<file path="src/rtl/im_loader_pkg.sv">
// Shared constants and state encoding for the instruction-memory loader.
// The IFU and testbenches import the same defaults.
package im_loader_pkg;

  localparam logic [31:0] CODE_SEG_PC_DEFAULT = 32'h0000_3000;
  localparam int          IM_WORDS_DEFAULT    = 1024;

  typedef enum logic [2:0] {
    ST_IDLE  = 3'd0,
    ST_LEN   = 3'd1,
    ST_DATA  = 3'd2,
    ST_WRITE = 3'd3,
    ST_CSUM  = 3'd4,
    ST_DONE  = 3'd5,
    ST_ERR   = 3'd6
  } state_e;

endpackage

</file>
<file path="src/rtl/im_loader_word_assembler.sv">
// Big-endian byte-to-word shift-in register.
// word_valid is combinational: it rises in the same cycle the 4th byte is
// accepted, so the owner can latch the completed word on that edge.
module im_loader_word_assembler (
  input  logic        clk,
  input  logic        reset,
  input  logic        clear,
  input  logic [7:0]  byte_in,
  input  logic        byte_fire,
  output logic        word_valid,
  output logic [31:0] word
);

  logic [23:0] shift_q, shift_d;
  logic [1:0]  cnt_q, cnt_d;

  // Shift in accepted bytes; the 2-bit counter wraps 3->0 per word.
  always_comb begin
    shift_d = shift_q;
    cnt_d   = cnt_q;
    if (clear) begin
      cnt_d = 2'd0;
    end else if (byte_fire) begin
      shift_d = {shift_q[15:0], byte_in};
      cnt_d   = cnt_q + 2'd1;
    end
  end

  assign word       = {shift_q, byte_in};
  assign word_valid = byte_fire && !clear && (cnt_q == 2'd3);

  // Register the partial word and byte position.
  always_ff @(posedge clk) begin
    if (reset) begin
      shift_q <= '0;
      cnt_q   <= '0;
    end else begin
      shift_q <= shift_d;
      cnt_q   <= cnt_d;
    end
  end

endmodule

</file>
<file path="src/rtl/im_loader.sv">
// Instruction-memory loader: receives a length-prefixed big-endian byte
// stream and writes it to consecutive IM words from CODE_SEG_PC, holding the
// core in reset until the image is complete.
// Optional feature: define IM_LOADER_CHECKSUM_EN to require a trailing
// checksum word (sum mod 2^32 of the data words) before declaring done.
// Byte handshake: a byte transfers on a rising edge where byteValid and
// byteReady are both high; the source holds byteIn stable while it waits.
module im_loader
  import im_loader_pkg::*;
#(
  parameter logic [31:0] CODE_SEG_PC = CODE_SEG_PC_DEFAULT,
  parameter int          IM_WORDS    = IM_WORDS_DEFAULT
) (
  input  logic                       clk,
  input  logic                       reset,
  input  logic                       start,
  input  logic [7:0]                 byteIn,
  input  logic                       byteValid,
  output logic                       byteReady,
  output logic                       imWe,
  output logic [31:0]                imAddr,
  output logic [31:0]                imData,
  output logic                       cpuReset,
  output logic                       busy,
  output logic                       done,
  output logic                       error,
  output logic [$clog2(IM_WORDS):0]  wordCount,
  output state_e                     dbg_state
);

  localparam int CW = $clog2(IM_WORDS) + 1;

  state_e          state_q, state_d;
  logic [31:0]     len_q, len_d;
  logic [31:0]     word_q, word_d;
  logic [CW-1:0]   word_count_q, word_count_d;
  logic            asm_clear;
  logic            byte_fire;
  logic            word_valid;
  logic [31:0]     word;
`ifdef IM_LOADER_CHECKSUM_EN
  logic [31:0]     sum_q, sum_d;
`endif

  assign byte_fire = byteValid && byteReady;

  im_loader_word_assembler u_asm (
    .clk        (clk),
    .reset      (reset),
    .clear      (asm_clear),
    .byte_in    (byteIn),
    .byte_fire  (byte_fire),
    .word_valid (word_valid),
    .word       (word)
  );

  // Next-state and datapath control for the load session.
  always_comb begin
    state_d      = state_q;
    len_d        = len_q;
    word_d       = word_q;
    word_count_d = word_count_q;
    asm_clear    = 1'b0;
    imWe         = 1'b0;
`ifdef IM_LOADER_CHECKSUM_EN
    sum_d        = sum_q;
`endif
    case (state_q)
      ST_IDLE, ST_DONE, ST_ERR: begin
        if (start) begin
          state_d      = ST_LEN;
          word_count_d = '0;
          asm_clear    = 1'b1;
`ifdef IM_LOADER_CHECKSUM_EN
          sum_d        = '0;
`endif
        end
      end
      ST_LEN: begin
        if (word_valid) begin
          len_d = word;
          if (word == 32'd0) begin
`ifdef IM_LOADER_CHECKSUM_EN
            state_d = ST_CSUM;
`else
            state_d = ST_DONE;
`endif
          end else if (word > 32'(IM_WORDS)) begin
            state_d = ST_ERR;
          end else begin
            state_d = ST_DATA;
          end
        end
      end
      ST_DATA: begin
        if (word_valid) begin
          word_d  = word;
          state_d = ST_WRITE;
        end
      end
      ST_WRITE: begin
        imWe         = 1'b1;
        word_count_d = word_count_q + CW'(1);
`ifdef IM_LOADER_CHECKSUM_EN
        sum_d        = sum_q + word_q;
`endif
        if (32'(word_count_d) == len_q) begin
`ifdef IM_LOADER_CHECKSUM_EN
          state_d = ST_CSUM;
`else
          state_d = ST_DONE;
`endif
        end else begin
          state_d = ST_DATA;
        end
      end
`ifdef IM_LOADER_CHECKSUM_EN
      ST_CSUM: begin
        if (word_valid) begin
          state_d = (word == sum_q) ? ST_DONE : ST_ERR;
        end
      end
`endif
      default: state_d = ST_IDLE;
    endcase
  end

  // State and datapath registers.
  always_ff @(posedge clk) begin
    if (reset) begin
      state_q      <= ST_IDLE;
      len_q        <= '0;
      word_q       <= '0;
      word_count_q <= '0;
`ifdef IM_LOADER_CHECKSUM_EN
      sum_q        <= '0;
`endif
    end else begin
      state_q      <= state_d;
      len_q        <= len_d;
      word_q       <= word_d;
      word_count_q <= word_count_d;
`ifdef IM_LOADER_CHECKSUM_EN
      sum_q        <= sum_d;
`endif
    end
  end

  assign byteReady = (state_q == ST_LEN) || (state_q == ST_DATA) || (state_q == ST_CSUM);
  assign busy      = byteReady || (state_q == ST_WRITE);
  assign done      = (state_q == ST_DONE);
  assign error     = (state_q == ST_ERR);
  assign cpuReset  = (state_q != ST_DONE);
  assign imAddr    = CODE_SEG_PC + (32'(word_count_q) << 2);
  assign imData    = word_q;
  assign wordCount = word_count_q;
  assign dbg_state = state_q;

endmodule

</file>
<file path="config.mk">
export PLATFORM = sky130hd
export DESIGN_NAME = im_loader
export DESIGN_NICKNAME = d
export VERILOG_FILES = /design/src/rtl/im_loader_pkg.sv /design/src/rtl/im_loader_word_assembler.sv /design/src/rtl/im_loader.sv
export SDC_FILE = /design/constraint.sdc
export NUM_CORES = 1
export LEC_CHECK = 0
export CAP_MARGIN = 20
export CORE_AREA = 2 2 94 96
export CTS_BUF_LIST = sky130_fd_sc_hd__clkbuf_8
export DETAILED_ROUTE_END_ITERATION = 16
export DIE_AREA = 0 0 96 98
export GPL_ROUTABILITY_DRIVEN = 0
export PLACE_DENSITY = 0.9
export SYNTH_ARGS = -nofsm -noshare
export SYNTH_HDL_FRONTEND = slang
export SYNTH_SLANG_ARGS = --single-unit
</file>
<file path="constraint.sdc">
create_clock -name clk -period 5.5 [get_ports clk]
set_input_delay 0.825 -clock clk [delete_from_list [all_inputs] [get_ports clk]]
set_output_delay 0.825 -clock clk [all_outputs]
set_load 0.01 [all_outputs]
</file>
==> results of run 1 <==
==> state kept, by name (all words and copies together) (netlist names) <==
register       cells
len_q             32
dbg_state          3
u_asm.cnt_q        2
wordCount         11
u_asm.shift_q     24
imData            32
==> final timing paths <==
kind / from / end / slack (ns) / cells after the start
max reg2reg: wordCount[0]$_SDFFE_PP0P_ / dbg_state[0]$_SDFFE_PP0P_ / 2.96 / 7
max: dbg_state[1]$_SDFFE_PP0P_ / busy / 2.26 / 5
min reg2reg: len_q[25]$_SDFFE_PP0P_ / len_q[25]$_SDFFE_PP0P_ / 0.46 / 2
min: len_q[25]$_SDFFE_PP0P_ / len_q[25]$_SDFFE_PP0P_ / 0.46 / 2
==> cell usage after synthesis, drive strengths merged, types with 2 or more instances <==
cell type / number / share of area [%]
o21ai: 15 / 1.6
nor4: 13 / 1.7
clkbuf: 37 / 3.5
or4: 2 / 0.40
nand4: 5 / 0.67
xor2: 7 / 1.3
inv: 4 / 0.32
a311oi: 2 / 0.51
and2: 2 / 0.27
a21o: 2 / 0.35
a22oi: 2 / 0.32
nand3b: 2 / 0.32
ha: 2 / 0.54
nand2b: 2 / 0.27
or3: 3 / 0.51
a211oi: 2 / 0.43
nor2: 19 / 1.5
a21oi: 102 / 11
or2: 5 / 0.67
and3b: 3 / 0.56
o21a: 2 / 0.32
nand2: 195 / 16
nor2b: 2 / 0.27
and3: 2 / 0.27
nand3: 7 / 0.86
a31oi: 4 / 0.54
buf: 34 / 5.6
nor3: 8 / 0.86
and2b: 2 / 0.38
xnor2: 9 / 1.7
dfxtp: 104 / 45
==> metal layers <==
| metal | track usage [%] | wire length (um) | up-vias | share of wire, % |
|---|---|---|---|---|
| li1 | - | - | 2064 | - |
| met1 | 31.8 | 4760 | 1955 | 44 |
| met2 | 37.2 | 5180 | 164 | 47 |
| met3 | 5.09 | 684 | 23 | 6.3 |
| met4 | 9.01 | 294 | 0 | 2.7 |
| met5 | 0 | 0 | - | 0 |
==> area by class of cell <==
cell class	count	area share, %
Clock inverter	7	1.32
Inverter	4	0.277
Clock buffer	9	2.29
Sequential cell	104	38.5
Timing Repair Buffer	79	14.5
Tap cell	108	2.50
Multi-Input combinational cell	449	40.7
==> report_power, final <==
| part | internal (mW) | switching (mW) |
|---|---|---|
| Combinational | 0.152 | 0.216 |
| Clock | 0.180 | 0.287 |
| Sequential | 0.786 | 0.0698 |
| Total | 1.12 | 0.573 |
==> cells by family (layout without fill, tap and decap cells) <==
family	after synthesis	after routing	share of synthesized area [%]
XOR/XNOR	16	16	3.01
buffers and inverters	76	99	9.63
AND/OR/NAND/NOR	274	274	25.7
other	1	19	0.0804
multiplexers	1	1	0.242
adder cells (fa/ha/maj)	2	2	0.537
flip-flops	104	104	44.7
AO/OA/AOI/OAI	137	137	16.1
==> critical path, delay by kind of cell, from the launching register on <==
kind	cells	cell delay, ns
AND/OR/NAND/NOR	3	0.68
flip-flops	1	0.63
buffers and inverters	2	0.73
==> per-stage QoR <==
stage,power [mW],utilization (%),instances,hold slack [ns],area [sq um]
after floorplan,1.12,-,629,0.434,4730
after global placement,1.22,61.5,743,0.442,5200
after detailed placement,1.23,61.5,743,0.448,5200
after CTS,1.68,63.8,759,0.463,5400
after global routing,1.76,64.0,760,0.482,5410
final,1.69,64.0,760,0.463,5410
==> key figures, run 1 <==
Drt
  – Drt drc: 0
  – Routed wire length: 10,900 um
  – First DRT Iteration DRCs: 402
  – ANT nets after route: 0
  – DR WL/cell: 14.4 um
  – Vias per inst: 5.53
  – DR pass1 iterations: 5
  – Via Count: 4,206

Worst setup path
  – Crit. End Element: output port
  – CP max stage cell: dfxtp_1
  – Critical path type: flop to output port
  – WP data required: 4.68 ns
  – Startpoint types: flop
  – CP Max Fanout: 17
  – CP arrival: 2.42 ns
  – Largest stage delay on the critical path: 0.63 ns
  – Most used cell, CP: or2_2
  – Worst-path cell chain: nand2_1 > or2_2 > inv_1 > or2_2 > clkdlybuf4s50_1

Timing
  – Worst Tran Pin Value: 0.897 ns
  – Setup TNS: 0 ns
  – Worst slew margin: 40.2%
  – Setup ws final: 2.26 ns
  – FMAX: 309 MHz
  – Min cycle time layout: 3.24 ns
  – Hold Fails Final Rpt: 0
  – Clk_skew: 0.0152 ns
  – Unrepaired setup endpoints after global routing: false
  – Final period util: 58.9%
  – Final setup fails: 0
  – Max Slew Vio Count: 0

Floorplan
  – Die ar.: 9410 sq um
  – Die X: 96 um
  – Core Footprint: 8470 sq um
  – Initial core utilization: 55.1%
  – Die height: 98 um
  – Rows: 34
  – Number of top-level pins: 96

Placed design
  – Input/output buffers: 76
  – DP Wirelength: 7520 um
  – Worst slack, placed: 2.65 ns

GRT
  – Vias in the first global route: 3,821
  – First-pass GRT wire length: 17,900 um
  – Gr usage total: 23.7%
  – Largest net degree at the start of global routing: 54
  – Initial antenna violation count: 0
  – Global route overflow: 0

Synthesis
  – Top_reg_cell synth: dfxtp_1
  – Yosys cell types: 52
  – Post-synthesis sequential area ratio: 44.7%
  – Synth Warn #: 0
  – FF+latch count, synth: 104
  – Gate Count Post-Synth: 611
  – Avg Cell Area, Syn: 7.63 sq um
  – Synth Cell Area: 4660 sq um
  – EDFF count, synth: 0
  – Ys async rst share: 0%

Final layout
  – Area of the multi-input gates: 2200 sq um
  – Most frequent cells in the layout: nand2_1, dfxtp_1, a21oi_1
  – Share of cells above drive strength 1: 5.98%
  – # diodes: 0
  – Fillcell total: 691
  – Layout area overhead: 16.1%
  – Sequential cell area: 2080 sq um
  – Most common cell after layout, fill and taps aside: nand2_1
  – Post-layout nets: 661

Outcome
  – Status: complete, no violations

Clocking
  – Skew-Pair Late Insertion Delay: 0.37 ns
  – H-tree depth: 3
  – TritonCTS buffer count: 9
  – CTS tree: done
  – CTS sink cnt: 104
  – Post-CTS Setup Inserts: 0
  – CTS resizes: 0
  – Hold_buf cts: 0
  – Max Root-Sink Buffers: 2
  – CTS clk-pin slew, worst paths: 0.11 ns
  – CTS Root Cell: clkbuf_8

Flow run
  – Max cap viols: 0

Power
  – Power density over the cells: 312 nW/um^2
  – Peak VDD IR: 197 uV
  – Leak: 1.82 nW

Worst hold path
  – Hold Crit Class: flop to flop
(Power assumes the default switching activity.)
==> inputs of run 2 (changes only) <==
--- a/config.mk
+++ b/config.mk
@@ -6,12 +6,12 @@
 export NUM_CORES = 1
 export LEC_CHECK = 0
 export CAP_MARGIN = 20
-export CORE_AREA = 2 2 94 96
+export CORE_AREA = 2 2 97 99
 export CTS_BUF_LIST = sky130_fd_sc_hd__clkbuf_8
 export DETAILED_ROUTE_END_ITERATION = 16
-export DIE_AREA = 0 0 96 98
+export DIE_AREA = 0 0 99 101
 export GPL_ROUTABILITY_DRIVEN = 0
-export PLACE_DENSITY = 0.9
+export PLACE_DENSITY = 0.85
 export SYNTH_ARGS = -nofsm -noshare
 export SYNTH_HDL_FRONTEND = slang
 export SYNTH_SLANG_ARGS = --single-unit
==> constraint.sdc (replaced) <==
create_clock -name clk -period 3.2 [get_ports clk]
set_input_delay 0.48 -clock clk [delete_from_list [all_inputs] [get_ports clk]]
set_output_delay 0.48 -clock clk [all_outputs]
set_load 0.01 [all_outputs]
==> run 2 against run 1 <==
Register-to-register slack lost 2.3 ns; utilization decreased by 3.4 points; via count is 0.52% lower; power up 74%; hold slack got worse by 0.0035 ns; global-route usage decreased by 1.8 points; worst setup slack worse by 2.1 ns; sequential cell count is the same; clock-buffer cell count is the same; clock power rose by 80%; first-iteration DRC count down 28%.
==> key figures, run 2 (synthesized netlist as in run 1, its figures left out) <==
GRT
  – Vias in the first global route: 3,909
  – Largest net degree at the start of global routing: 44
  – Initial antenna violation count: 0
  – First-pass GRT wire length: 18,200 um
  – Global route overflow: 0
  – Gr usage total: 21.9%

Final layout
  – Most common cell after layout, fill and taps aside: nand2_1
  – Cell Count, Final, Fillers Out: 765
  – Layout area overhead: 16.5%
  – Share of cells above drive strength 1: 6.12%
  – Most frequent cells in the layout: nand2_1, dfxtp_1, a21oi_1
  – # diodes: 0
  – Post-layout nets: 663
  – Final core utilization: 60.5%

Clocking
  – CTS resizes: 0
  – Max Root-Sink Buffers: 2
  – Hold_buf cts: 0
  – CTS sink cnt: 104
  – CTS tree: done
  – CTS clk-pin slew, worst paths: 0.10 ns
  – TritonCTS buffer count: 9
  – H-tree depth: 3
  – Skew-Pair Late Insertion Delay: 0.37 ns
  – CTS Root Cell: clkbuf_8
  – Post-CTS Setup Inserts: 0

Timing
  – Worst Tran Pin Value: 0.902 ns
  – Hold Fails Final Rpt: 0
  – Worst slew margin: 39.9%
  – Final period util: 95.0%
  – FMAX: 329 MHz
  – Clk_skew: 0.00760 ns
  – Setup TNS: 0 ns
  – Min cycle time layout: 3.04 ns
  – Unrepaired setup endpoints after global routing: false
  – Final setup fails: 0
  – Max Slew Vio Count: 0

Drt
  – ANT nets after route: 0
  – Drt drc: 0
  – Via Count: 4,184
  – Routed wire length: 10,800 um
  – DR pass1 iterations: 5
  – DR WL/cell: 14.2 um
  – First DRT Iteration DRCs: 289
  – Vias per inst: 5.47

Worst hold path
  – Hold Crit Class: flop to flop
  – Hold path depth: 2

Floorplan
  – Number of top-level pins: 96
  – Die height: 101 um
  – Die X: 99 um
  – Die ar.: 10000 sq um
  – Initial core utilization: 51.9%
  – Core Footprint: 8980 sq um
  – Rows: 35

Worst setup path
  – CP Max Fanout: 17
  – Critical path type: flop to output port
  – R2r worst-path depth: 7
  – Startpoint types: flop
  – CP max stage cell: dfxtp_1
  – Crit. End Element: output port
  – WP data required: 2.72 ns
  – Largest stage delay on the critical path: 0.66 ns
  – Most used cell, CP: or2_2
  – Worst-path cell chain: nand2_1 > or2_2 > inv_1 > or2_2 > clkdlybuf4s50_1
  – CP arrival: 2.56 ns

Placed design
  – Input/output buffers: 76
  – Placed cell count: 749
  – DP Wirelength: 7560 um

Flow run
  – Max cap viols: 0

Power
  – Leak: 1.83 nW
  – Power density over the cells: 542 nW/um^2
  – Total design power: 2.94 mW
  – Peak VDD IR: 266 uV

Outcome
  – Status: complete, no violations
## run 2: changes by cell type in the layout (fill, tap and decap cells not counted), sizes merged
cell / delta
buf: +2
clkinv: -2
clkinvlp: +1
bufinv: +1
## run 2: cell type report
| type | instances | area (sq um) |
|---|---|---|
| fill | 794 | 3540 |
| multi-input combinational | 449 | 2200 |
| sequential | 104 | 2080 |
| timing repair buffer | 81 | 793 |
| tap | 111 | 139 |
| clock buffer | 9 | 124 |
| clock inverter | 7 | 78.8 |
| inverter | 4 | 15.0 |
## run 2: critical path: cells and delay by family (launching register included)
kind          cells  cell delay [ns]
buf+inv           2             0.77
flops             1             0.66
simple gates      3             0.77
## run 2: layer usage
metal | part of all wire [%] | vias to the layer above | wire length (um) | GRT usage [%]
li1 | - | 2056 | - | -
met1 | 44 | 1952 | 4770 | 29.2
met2 | 48 | 163 | 5180 | 36.4
met3 | 7.3 | 13 | 790 | 3.61
met4 | 0.94 | 0 | 102 | 7.27
met5 | 0 | - | 0 | 0
## run 2: report_power, final
part | switching [mW] | internal [mW]
registers | 0.107 | 1.35
clock network | 0.468 | 0.372
logic | 0.380 | 0.265
total | 0.955 | 1.99
## run 2: final timing paths
check / slack [ns] / to / start
worst max register to register: 0.69 / dbg_state[0]$_SDFFE_PP0P_ / wordCount[0]$_SDFFE_PP0P_
worst min register to register: 0.46 / imData[5]$_SDFFE_PP0P_ / imData[5]$_SDFFE_PP0P_
worst max-delay path: 0.16 / busy / dbg_state[1]$_SDFFE_PP0P_
worst min-delay path: 0.46 / imData[5]$_SDFFE_PP0P_ / imData[5]$_SDFFE_PP0P_
## run 2: metrics by stage
stage | hold slack, ns | setup WS [ns] | cell area [sq um]
2_1_floorplan | 0.434 | 0.985 | 4730
3_3_place_gp | 0.443 | 0.744 | 5230
3_5_place_dp | 0.448 | 0.626 | 5230
4_1_cts | 0.462 | 0.188 | 5430
5_1_grt | 0.482 | 0.0497 | 5430
6_report | 0.459 | 0.160 | 5430
==> inputs of run 3 (changes only) <==
--- a/config.mk
+++ b/config.mk
@@ -6,10 +6,12 @@
 export NUM_CORES = 1
 export LEC_CHECK = 0
 export CAP_MARGIN = 20
-export CORE_AREA = 2 2 97 99
+export CELL_PAD_IN_SITES_DETAIL_PLACEMENT = 1
+export CELL_PAD_IN_SITES_GLOBAL_PLACEMENT = 1
+export CORE_AREA = 2 2 114 116
 export CTS_BUF_LIST = sky130_fd_sc_hd__clkbuf_8
 export DETAILED_ROUTE_END_ITERATION = 16
-export DIE_AREA = 0 0 99 101
+export DIE_AREA = 0 0 116 118
 export GPL_ROUTABILITY_DRIVEN = 0
 export PLACE_DENSITY = 0.85
 export SYNTH_ARGS = -nofsm -noshare
==> run 3 against run 2 <==
Sequential power barely moved; largest power group unchanged; highest routed layer unchanged; hold slack improved by 0.0019 ns; register-to-register slack improved by 0.02 ns; first-iteration DRC count fell by 19%; largest cell class unchanged; via count barely moved; critical path type unchanged.
==> key figures, run 3 (synthesized netlist as in run 1, its figures left out) <==
Floorplan
  – Rows: 41
  – Core Footprint: 12,400 sq um
  – Die height: 118 um
  – Number of top-level pins: 96
  – Initial core utilization: 37.6%
  – Die X: 116 um
  – Die ar.: 13,700 sq um

GRT
  – Gr usage total: 18.9%
  – Vias in the first global route: 4,254
  – Largest net degree at the start of global routing: 66
  – First-pass GRT wire length: 20,900 um
  – Initial antenna violation count: 0
  – Global route overflow: 0

Timing
  – Clk_skew: 0.0148 ns
  – Worst slew margin: 36.6%
  – Final period util: 93.1%
  – Unrepaired setup endpoints after global routing: false
  – Max Slew Vio Count: 0
  – FMAX: 336 MHz
  – Setup TNS: 0 ns
  – Final setup fails: 0
  – Worst Tran Pin Value: 0.950 ns
  – Min cycle time layout: 2.98 ns
  – Hold slack: 0.461 ns
  – Hold Fails Final Rpt: 0

Drt
  – Vias per inst: 5.07
  – DR WL/cell: 15.2 um
  – ANT nets after route: 0
  – Routed wire length: 12,500 um
  – Via Count: 4,181
  – DR pass1 iterations: 4
  – First DRT Iteration DRCs: 233
  – Drt drc: 0

Final layout
  – Share of cells above drive strength 1: 6.13%
  – Most frequent cells in the layout: nand2_1, dfxtp_1, a21oi_1
  – # diodes: 0
  – Most common cell after layout, fill and taps aside: nand2_1
  – Sequential cell area: 2080 sq um
  – Post-layout nets: 662
  – Layout area overhead: 17.6%
  – Fillcell total: 1,550
  – Area of the multi-input gates: 2200 sq um

Clocking
  – Post-CTS Setup Inserts: 0
  – TritonCTS buffer count: 9
  – Hold_buf cts: 0
  – Max Root-Sink Buffers: 2
  – CTS sink cnt: 104
  – CTS resizes: 0
  – CTS clk-pin slew, worst paths: 0.10 ns
  – H-tree depth: 3
  – Skew-Pair Late Insertion Delay: 0.38 ns
  – CTS tree: done
  – CTS Root Cell: clkbuf_8

Worst setup path
  – CP max stage cell: dfxtp_1
  – WP data required: 2.72 ns
  – Buf/Inv on CP: 2
  – Critical path type: flop to output port
  – Worst-path cell chain: nand2_1 > or2_2 > inv_1 > or2_2 > clkdlybuf4s50_1
  – Largest stage delay on the critical path: 0.67 ns
  – FF-to-FF Start: wordCount[0]$_SDFFE_PP0P_
  – Startpoint types: flop
  – Most used cell, CP: or2_2
  – R2r worst-path depth: 7
  – Reg2Reg Capture Point: dbg_state[0]$_SDFFE_PP0P_
  – Reg2Reg Setup Slack: 0.71 ns
  – CP arrival: 2.50 ns
  – CP Max Fanout: 17
  – Crit. End Element: output port
  – Largest delay contributor family on the critical path: buffers and inverters

Worst hold path
  – Worst hold start: len_q[28]$_SDFFE_PP0P_
  – WHS Endpoint: len_q[28]$_SDFFE_PP0P_
  – Hold path depth: 2
  – Hold Crit Class: flop to flop

Outcome
  – Status: complete, no violations

Power
  – Power density over the cells: 527 nW/um^2
  – Peak VDD IR: 204 uV
  – Leak: 1.82 nW

Placed design
  – DP Wirelength: 8850 um
  – Input/output buffers: 76

Flow run
  – Max cap viols: 0
==> run 3: where the power goes <==
part	total (mW)	internal, mW	leakage, nW	switching, mW
combinational	0.668	0.267	0.891	0.400
sequential	1.46	1.35	0.839	0.112
clock	0.756	0.283	0.0854	0.473
==> run 3: worst min-delay path: stages, from the launching register on <==
cell and delay, ns:
dfxtp_1 0.32, nand2_1 0.05, a21oi_1 0.05
==> run 3: cell type report <==
class / instances / share of cell area [%]
Clock buffer: 9 / 2.26
Inverter: 4 / 0.274
Multi-Input combinational cell: 449 / 40.1
Tap cell: 172 / 3.93
Clock inverter: 7 / 0.867
Sequential cell: 104 / 38.0
Timing Repair Buffer: 80 / 14.6
==> run 3: routing by layer <==
metal,GRT usage [%],vias to the layer above,share of wire (%)
met5,0,-,0
met4,6.32,0,1.5
met3,3.04,14,3.5
met2,30.7,78,49
met1,25.4,2036,46
li1,-,2053,-
==> run 3: how the worst max path moves through the flow <==
stage / start / end / depth (start not counted)
floorplan: wordCount[0]$_SDFFE_PP0P_ / dbg_state[0]$_SDFFE_PP0P_ / 7
global placement: dbg_state[1]$_SDFFE_PP0P_ / busy / 5
detailed placement: dbg_state[1]$_SDFFE_PP0P_ / busy / 5
CTS: dbg_state[1]$_SDFFE_PP0P_ / busy / 5
global route: dbg_state[1]$_SDFFE_PP0P_ / busy / 5
finish: dbg_state[1]$_SDFFE_PP0P_ / busy / 5
==> run 3: metrics by stage <==
| stage | instances | area [sq um] | power (mW) | worst slack (ns) | utilization (%) |
|---|---|---|---|---|---|
| CTS | 825 | 5480 | 2.90 | 0.200 | 44.2 |
| finish | 825 | 5480 | 2.89 | 0.221 | 44.2 |
| floorplan | 629 | 4730 | 1.93 | 0.985 | - |
| detailed placement | 809 | 5310 | 2.16 | 0.647 | 42.8 |
| global route | 825 | 5480 | 3.02 | 0.0839 | 44.2 |
| global placement | 809 | 5310 | 2.13 | 0.714 | 42.8 |
